`src/rtl/power_estimator_if.sv`:
```
// ---------------------------------------------------------------------------
// power_estimator_if
// Bundles the complex sample stream feeding the power estimator and the
// result stream it produces.
//   real_i / imag_i : signed W_IN-bit complex sample
//   valid_i         : sample qualifier (bubbles allowed)
//   mode_i          : 0 = instantaneous, 1 = windowed average
//   clear_i         : flush the averaging window
//   res_o           : unsigned W_OUT-bit power result
//   valid_o         : one-cycle strobe qualifying res_o
//   sat_o           : result was clipped (only with valid_o)
// master = sample source / result consumer, slave = the estimator.
// ---------------------------------------------------------------------------
interface power_estimator_if #(
    parameter int W_IN  = 8,
    parameter int W_OUT = 16
);
    logic signed [W_IN-1:0] real_i;
    logic signed [W_IN-1:0] imag_i;
    logic                   valid_i;
    logic                   mode_i;
    logic                   clear_i;
    logic [W_OUT-1:0]       res_o;
    logic                   valid_o;
    logic                   sat_o;

    modport master (
        output real_i, imag_i, valid_i, mode_i, clear_i,
        input  res_o, valid_o, sat_o
    );

    modport slave (
        input  real_i, imag_i, valid_i, mode_i, clear_i,
        output res_o, valid_o, sat_o
    );
endinterface

```
`src/rtl/power_estimator.sv`:
```
// ---------------------------------------------------------------------------
// power_estimator
// Squared-magnitude (|z|^2 = re^2 + im^2) of a valid-qualified complex stream,
// output either per sample or as the mean over 2^LOG2_N valid samples, with
// saturation to W_OUT bits.
// Ports:
//   clk : rising-edge clock
//   rst : synchronous active-high reset, clears every register
//   bus : power_estimator_if.slave (sample stream in, result stream out)
// Timing (edges after the sample is presented):
//   edge 1 : squares registered
//   edge 2 : sum formed; instantaneous result registered, or accumulated
//   edge 3 : averaged window result registered (window mode only)
// ---------------------------------------------------------------------------
module power_estimator #(
    parameter int W_IN   = 8,
    parameter int W_OUT  = 16,
    parameter int LOG2_N = 4
) (
    input  logic                clk,
    input  logic                rst,
    power_estimator_if.slave    bus
);
    localparam int W_SQ  = 2 * W_IN;
    localparam int W_ACC = W_SQ + LOG2_N;
    localparam int W_BIG = (W_OUT > W_SQ) ? W_OUT : W_SQ;
    localparam logic [LOG2_N-1:0] CNT_LAST = '1;

    // Returns {sat, result}: clip anything above 2^W_OUT-1 to all ones.
    function automatic logic [W_OUT:0] fmt(input logic [W_SQ-1:0] v);
        logic [W_BIG-1:0] x;
        x = W_BIG'(v);
        if (x > W_BIG'({W_OUT{1'b1}}))
            return {1'b1, {W_OUT{1'b1}}};
        else
            return {1'b0, W_OUT'(x)};
    endfunction

    // Stage 1: squares. A signed square is non-negative and at most
    // 2^(2*W_IN-2), so reinterpreting it as unsigned is lossless.
    logic signed [W_SQ-1:0] w_sq_re_s;
    logic signed [W_SQ-1:0] w_sq_im_s;
    assign w_sq_re_s = bus.real_i * bus.real_i;
    assign w_sq_im_s = bus.imag_i * bus.imag_i;

    logic [W_SQ-1:0] r_sq_re;
    logic [W_SQ-1:0] r_sq_im;
    logic            r_v1;

    always_ff @(posedge clk) begin
        if (rst) begin
            r_sq_re <= '0;
            r_sq_im <= '0;
            r_v1    <= 1'b0;
        end else begin
            r_sq_re <= $unsigned(w_sq_re_s);
            r_sq_im <= $unsigned(w_sq_im_s);
            r_v1    <= bus.valid_i;
        end
    end

    // Stage 2: the sum cannot wrap (max 2^(2*W_IN-1)).
    logic [W_SQ-1:0] w_sum;
    assign w_sum = r_sq_re + r_sq_im;

    logic [W_ACC-1:0]  r_acc;
    logic [LOG2_N-1:0] r_cnt;
    logic              r_mode_last;   // mode seen with the previous stage-2 strobe
    logic [W_ACC-1:0]  r_fin;         // completed window total
    logic              r_fin_v;
    logic [W_OUT-1:0]  r_res;
    logic              r_valid;
    logic              r_sat;

    // A mode change between consecutive stage-2 strobes discards the partial
    // window before the current sum is applied.
    logic              w_restart;
    logic [W_ACC-1:0]  w_acc_base;
    logic [LOG2_N-1:0] w_cnt_base;
    logic [W_ACC-1:0]  w_acc_sum;
    logic [W_SQ-1:0]   w_fin_q;
    logic [W_OUT:0]    w_fmt;

    always_comb begin
        w_restart  = (r_mode_last != bus.mode_i);
        w_acc_base = w_restart ? '0 : r_acc;
        w_cnt_base = w_restart ? '0 : r_cnt;
        w_acc_sum  = w_acc_base + W_ACC'(w_sum);
        // N sums fit in W_ACC bits, so the quotient fits in W_SQ bits.
        w_fin_q    = W_SQ'(r_fin >> LOG2_N);
        w_fmt      = r_fin_v ? fmt(w_fin_q) : fmt(w_sum);
    end

    always_ff @(posedge clk) begin
        if (rst) begin
            r_acc       <= '0;
            r_cnt       <= '0;
            r_mode_last <= 1'b0;
            r_fin       <= '0;
            r_fin_v     <= 1'b0;
            r_res       <= '0;
            r_valid     <= 1'b0;
            r_sat       <= 1'b0;
        end else begin
            r_fin_v <= 1'b0;
            r_valid <= 1'b0;
            r_sat   <= 1'b0;

            if (r_v1)
                r_mode_last <= bus.mode_i;

            // Window bookkeeping; clear drops the sum present this cycle.
            if (bus.clear_i) begin
                r_acc <= '0;
                r_cnt <= '0;
            end else if (r_v1 && bus.mode_i) begin
                if (w_cnt_base == CNT_LAST) begin
                    r_fin   <= w_acc_sum;
                    r_fin_v <= 1'b1;
                    r_acc   <= '0;
                    r_cnt   <= '0;
                end else begin
                    r_acc <= w_acc_sum;
                    r_cnt <= w_cnt_base + 1'b1;
                end
            end else if (r_v1) begin
                r_acc <= '0;
                r_cnt <= '0;
            end

            // A finished window and an instantaneous sample can only meet on
            // the same edge right after a 1->0 mode switch; the window wins.
            if (r_fin_v || (r_v1 && !bus.mode_i)) begin
                r_res   <= w_fmt[W_OUT-1:0];
                r_sat   <= w_fmt[W_OUT];
                r_valid <= 1'b1;
            end
        end
    end

    assign bus.res_o   = r_res;
    assign bus.valid_o = r_valid;
    assign bus.sat_o   = r_sat;
endmodule

```
`src/flat_wrapper.sv`:
```
// flat-port wrapper written by rule: the top's interface ports become plain ports
module power_estimator_flat 
#(
    parameter int W_IN   = 8,
    parameter int W_OUT  = 16,
    parameter int LOG2_N = 4
)
  (clk, rst, bus_real_i, bus_imag_i, bus_valid_i, bus_mode_i, bus_clear_i, bus_res_o, bus_valid_o, bus_sat_o);
  power_estimator_if #(.W_IN(W_IN), .W_OUT(W_OUT)) bus_i ();
  input  logic clk;
  input  logic rst;
  input wire logic [$bits(bus_i.real_i)-1:0] bus_real_i;
  input wire logic [$bits(bus_i.imag_i)-1:0] bus_imag_i;
  input wire logic [$bits(bus_i.valid_i)-1:0] bus_valid_i;
  input wire logic [$bits(bus_i.mode_i)-1:0] bus_mode_i;
  input wire logic [$bits(bus_i.clear_i)-1:0] bus_clear_i;
  output wire logic [$bits(bus_i.res_o)-1:0] bus_res_o;
  output wire logic [$bits(bus_i.valid_o)-1:0] bus_valid_o;
  output wire logic [$bits(bus_i.sat_o)-1:0] bus_sat_o;
  assign bus_i.real_i = bus_real_i;
  assign bus_i.imag_i = bus_imag_i;
  assign bus_i.valid_i = bus_valid_i;
  assign bus_i.mode_i = bus_mode_i;
  assign bus_i.clear_i = bus_clear_i;
  assign bus_res_o = bus_i.res_o;
  assign bus_valid_o = bus_i.valid_o;
  assign bus_sat_o = bus_i.sat_o;
  power_estimator #(.W_IN(W_IN), .W_OUT(W_OUT), .LOG2_N(LOG2_N)) u_core (.clk(clk), .rst(rst), .bus(bus_i));
endmodule
```
`config.mk`:
```
export PLATFORM = sky130hd
export DESIGN_NAME = power_estimator_flat
export DESIGN_NICKNAME = d
export VERILOG_FILES = /design/src/rtl/power_estimator_if.sv /design/src/rtl/power_estimator.sv /design/src/flat_wrapper.sv
export SDC_FILE = /design/constraint.sdc
export NUM_CORES = 1
export LEC_CHECK = 0
export BUFFER_PORTS_ARGS = -buffer_cell sky130_fd_sc_hd__buf_4
export CORE_ASPECT_RATIO = 0.5
export CORE_MARGIN = 5
export CORE_UTILIZATION = 64
export DETAILED_ROUTE_END_ITERATION = 12
export HOLD_SLACK_MARGIN = 0.03
export PLACE_DENSITY = 0.81
export SYNTH_ARGS = -nofsm -noshare
export SYNTH_HDL_FRONTEND = slang
export SYNTH_SLANG_ARGS = --single-unit
```
`constraint.sdc`:
```
create_clock -name clk -period 5.3 [get_ports clk]
set_input_delay 0.265 -clock clk [delete_from_list [all_inputs] [get_ports clk]]
set_output_delay 0.265 -clock clk [all_outputs]
set_load 0.01 [all_outputs]
```
==> results list <==
- The die covers 16300 um2.
- The clock drives 90 sinks.
* CP max-delay cell: sky130_fd_sc_hd__fa_1
* Final global-route overflow total: 0
* DRC Markers: 0
* Hold path startpoint: bus_valid_i
* HPWL after detailed placement: 14600 um
* Most used cell, CP: sky130_fd_sc_hd__inv_1
- Worst-margin pin slew: 0.751 ns
- Gates resized during post-CTS repair numbered 0.
- Maximum buffer depth of the clock tree: 2
- The setup check on the worst reg-to-reg path leaves a slack of 1.53 ns.
- Basic-gate share of the synthesized area counting and, or, nand and nor cells: 17.4%
- Busiest layer in global routing: met2
- Synthesized net count: 1223
- Clk Latency, worst-skew pair: 0.34 ns
- Element type at the critical path start: primary input
- Entering global routing, the biggest net connects 63 pins.
- Critical Setup Path Class: in -> reg
* Number of warning messages in the yosys log: 0
- Traced cell by cell, the critical path runs through buf_4 > nand2_1 > inv_1 > fa_1 > inv_1 > fa_1 > inv_1 > fa_1 > inv_1 > fa_1 > inv_1 > ha_1 > nor2_1 > nand2_1 > a21o_1 > a41oi_1 > xnor2_1 > nor2_1.
- Clock tree from TritonCTS: built
* Normalized max-slew margin: 49.7%
* Largest stage delay, worst path: 0.61 ns
- The total area inside the core boundary comes to 13500 um2.
* Number of pins with negative max-slew slack in the final report: 0
- After clock tree synthesis, the clock-pin slew on the worst setup and hold paths is 0.08 ns.
- After synthesis, the share of flip-flops with an asynchronous set or reset is 0%.
* Period utilization: 76.0%
- Clock tree synthesis selected as its root buffer the cell sky130_fd_sc_hd__clkbuf_16.
- The tightest min-delay check is of the in -> reg type.
- Total negative slack for setup checks: 0 ns
- In the final routed layout, each cell accounts on average for 15.1 um.
- For this design the top-level I/O count stands at 39.
* Static leakage power: 4.49 nW
- Broken down by cell family, the worst path's largest delay share belongs to adder cells.
- Area of combinational cells with multiple inputs: 6230 um2
* Avg Cell Area, Syn: 8.51 um2
* Reg-to-reg endpoint: u_core.r_fin[15]
- After clock tree synthesis, the flow added hold-fix buffers numbering 0.
* Number of rows created at floorplan: 30
* Synth-to-Final Area Change: 7.85%
* Share of final-layout standard cells stronger than drive strength 1: 7.35%
* H-Tree Level Count: 3
- The number of setup buffers added after CTS is 0.
* M1 GR Usage: 33.2%
* Share of synthesized cell area in full adder, half adder and majority cells: 31.7%
- Port Buffer Count: 37
- Max-cap violations in this run came to 0.
- Detailed routing inserted a total of 6898 vias.
* Final Skew: 0.0111 ns
* Nature of the critical path endpoint: register
- WL final: 18500 um
- Post-layout nets: 1235
- In this run the worst path has a maximum fanout of 14.
- Unrepaired setup endpoints after global routing: false
- The mapped netlist covers 8760 um2.
- Fmax: 248 MHz
- The flow ran to the end, and the final reports show no timing, DRC or antenna violations.
- Summing the areas of all xor and xnor instances in the mapped netlist gives 6.20% of the synthesized area.
- After routing the design area is 9450 um2.
* Share of synthesized area occupied by flip-flops and latches: 20.6%
- For this run, the total global-route usage over all layers was measured as 23.6%.
* Vias in the first global route: 6964
* Worst Path Required: 5.51 ns
- Commonest register cell after synthesis: sky130_fd_sc_hd__dfxtp_1
- Synthesized instance count: 1030
- The worst path in the final design needs a cycle of 4.03 ns, including I/O delays and setup.
- At the end of routability-driven placement, the weighted congestion stood at 0.921.
- After detailed routing, the number of vias per cell comes to 5.64.
* Worst reg2reg startpoint: u_core.r_sq_im[3]
- Pwr Density: 431 nW/um2
- Setup violations remaining at the end of the flow were counted as 0.
- Global routing used 3.26% of the available met3 tracks.
- Number of enable-type register cells in the synthesized netlist: 0
* Number of instances on the worst hold path: 2
* Number of synthesized register bits: 90
* Initial core utilization: 65.0%
* Standard cell area after detailed placement: 9150 um2
* Overall die width: 175 um
- In the layout the commonest cells are sky130_fd_sc_hd__inv_1 (154), sky130_fd_sc_hd__nand2_1 (90), sky130_fd_sc_hd__dfxtp_1 (90).
- Die Height: 92.7 um
- Number of detailed-route iterations in the first pass: 5
* Highest ir drop seen on vdd: 216 uV
- Crit path DAT: 4.24 ns
* Crit path buf inv count: 6
* WHS Endpoint: u_core.r_v1
- The number of antenna violations at the first check in global routing was 2.
- Of the post-synthesis cell area, the part taken by muxes is 0.714%.
- Met2 global-route usage: 39.6%
* Unique masters post-synth: 62
- The number of hold violations in the final report came to 0.
- Filler cell count: 1034
- In this run the remaining antenna-violating nets after routing total 0.
* DRC violation total after the first TritonRoute iteration: 304
* Num CTS Buffers: 9
- After synthesis, the largest family of logic cells by area is adder cells.
- Tracing the worst setup path back leads to its startpoint at bus_real_i[7].
- The first global-routing pass estimated 32100 um of wire.
- Number of antenna diodes: 0
- The library cell used most frequently in the layout, excluding fill and tap cells, is sky130_fd_sc_hd__inv_1.
- Synthesized-area fraction occupied by ao, oa, aoi and oai cells: 15.0%
* Sequential cell area in the final layout: 1800 um2
- Measured in cells, the most critical reg-to-reg path has a length of 14.
==> Yosys cell counts (all sizes together) (6+ instances only) <==
| cell | n | area [um2] |
|---|---|---|
| o21ai | 35 | 175 |
| nand2 | 90 | 338 |
| clkbuf | 36 | 135 |
| fa | 83 | 1660 |
| and3 | 9 | 56.3 |
| xor2 | 13 | 114 |
| a211oi | 6 | 45.0 |
| inv | 154 | 578 |
| a31o | 8 | 70.1 |
| ha | 89 | 1110 |
| nand3 | 17 | 85.1 |
| dfxtp | 90 | 1800 |
| nor2 | 56 | 210 |
| nor3 | 13 | 65.1 |
| a31oi | 9 | 56.3 |
| a22oi | 11 | 82.6 |
| xnor2 | 49 | 429 |
| a21o | 21 | 158 |
| a21oi | 64 | 324 |
| nand2b | 15 | 93.8 |
| nor2b | 18 | 113 |
| and2 | 61 | 382 |
==> report_power, final <==
part           switching (W)  leakage, nW  total, W  internal [W]
logic                0.00152         3.60   0.00262       0.00110
registers          0.0000344        0.735  0.000813      0.000779
clock network       0.000305        0.150  0.000642      0.000338
total                0.00186         4.49   0.00408       0.00222
==> sequential cells by signal, summed over array words and instances (netlist names) <==
| signal | count |
|---|---|
| u_core.r_cnt | 4 |
| u_core.r_acc | 20 |
| u_core.r_v1 | 1 |
| u_core.r_sq_im | 15 |
| u_core.bus.valid_o | 1 |
| u_core.r_fin_v | 1 |
| u_core.r_mode_last | 1 |
| u_core.bus.res_o | 16 |
| u_core.r_fin | 16 |
| u_core.r_sq_re | 15 |
==> per-stage QoR <==
stage / total power (W) / instances / hold WS, ns / utilization [%] / setup WS, ns
final: 0.00408 / 1223 / 0.163 / 70.1 / 1.27
after detailed placement: 0.00342 / 1207 / 0.437 / 67.9 / 0.907
after CTS: 0.00408 / 1223 / 0.161 / 70.1 / 1.27
after global placement: 0.00332 / 1207 / 0.431 / 67.9 / 0.993
after floorplan: 0.00286 / 1030 / 0.393 / - / 1.08
after global routing: 0.00449 / 1223 / 0.170 / 70.1 / 1.03
==> final cells by class <==
class                      instances  share of cell area, %
clock buffer                       9                   2.38
inverter                         154                   6.12
clock inverter                     7                  0.860
multi-input combinational        745                   65.9
timing repair buffer              42                   3.34
tap                              176                   2.33
sequential                        90                   19.1
==> kinds of logic after synthesis <==
| kind of cell | count (synthesis) |
|---|---|
| compound gates | 199 |
| simple gates | 305 |
| other cells | 1 |
| buf+inv | 195 |
| fa+ha+maj | 172 |
| flops | 90 |
| xor+xnor | 62 |
| mux | 6 |
==> metal layers <==
layer | share of wire, % | vias up | wire length [um]
met3 | 4.5 | 13 | 828
met5 | 0 | - | 0
met4 | 0.94 | 0 | 174
li1 | - | 3409 | -
met2 | 47 | 145 | 8660
met1 | 48 | 3331 | 8840
==> how the worst max path moves through the flow <==
| stage | end | slack, ns | cells past startpoint |
|---|---|---|---|
| floorplan | u_core.r_sq_re[15] | 1.08 | 19 |
| global placement | u_core.r_sq_im[14] | 0.99 | 16 |
| detailed placement | u_core.r_sq_im[13] | 0.91 | 18 |
| CTS | u_core.r_sq_re[15] | 1.27 | 18 |
| global route | u_core.r_sq_im[13] | 1.03 | 18 |
| finish | u_core.r_sq_re[15] | 1.27 | 18 |
==> worst reg2reg max path, stage by stage, from the launching register on <==
cell,delay [ns]
sky130_fd_sc_hd__dfxtp_1,0.30
sky130_fd_sc_hd__ha_1,0.33
sky130_fd_sc_hd__a211oi_1,0.30
sky130_fd_sc_hd__nor2_1,0.11
sky130_fd_sc_hd__or2_2,0.30
sky130_fd_sc_hd__a21oi_1,0.18
sky130_fd_sc_hd__xnor2_1,0.19
sky130_fd_sc_hd__ha_1,0.34
sky130_fd_sc_hd__o21a_1,0.21
sky130_fd_sc_hd__nor2_1,0.16
sky130_fd_sc_hd__a211oi_1,0.11
sky130_fd_sc_hd__or2_4,0.30
sky130_fd_sc_hd__o41ai_4,0.36
sky130_fd_sc_hd__a2111oi_1,0.13
sky130_fd_sc_hd__a311o_1,0.35
Note: power is estimated with default switching activity, not from simulation.
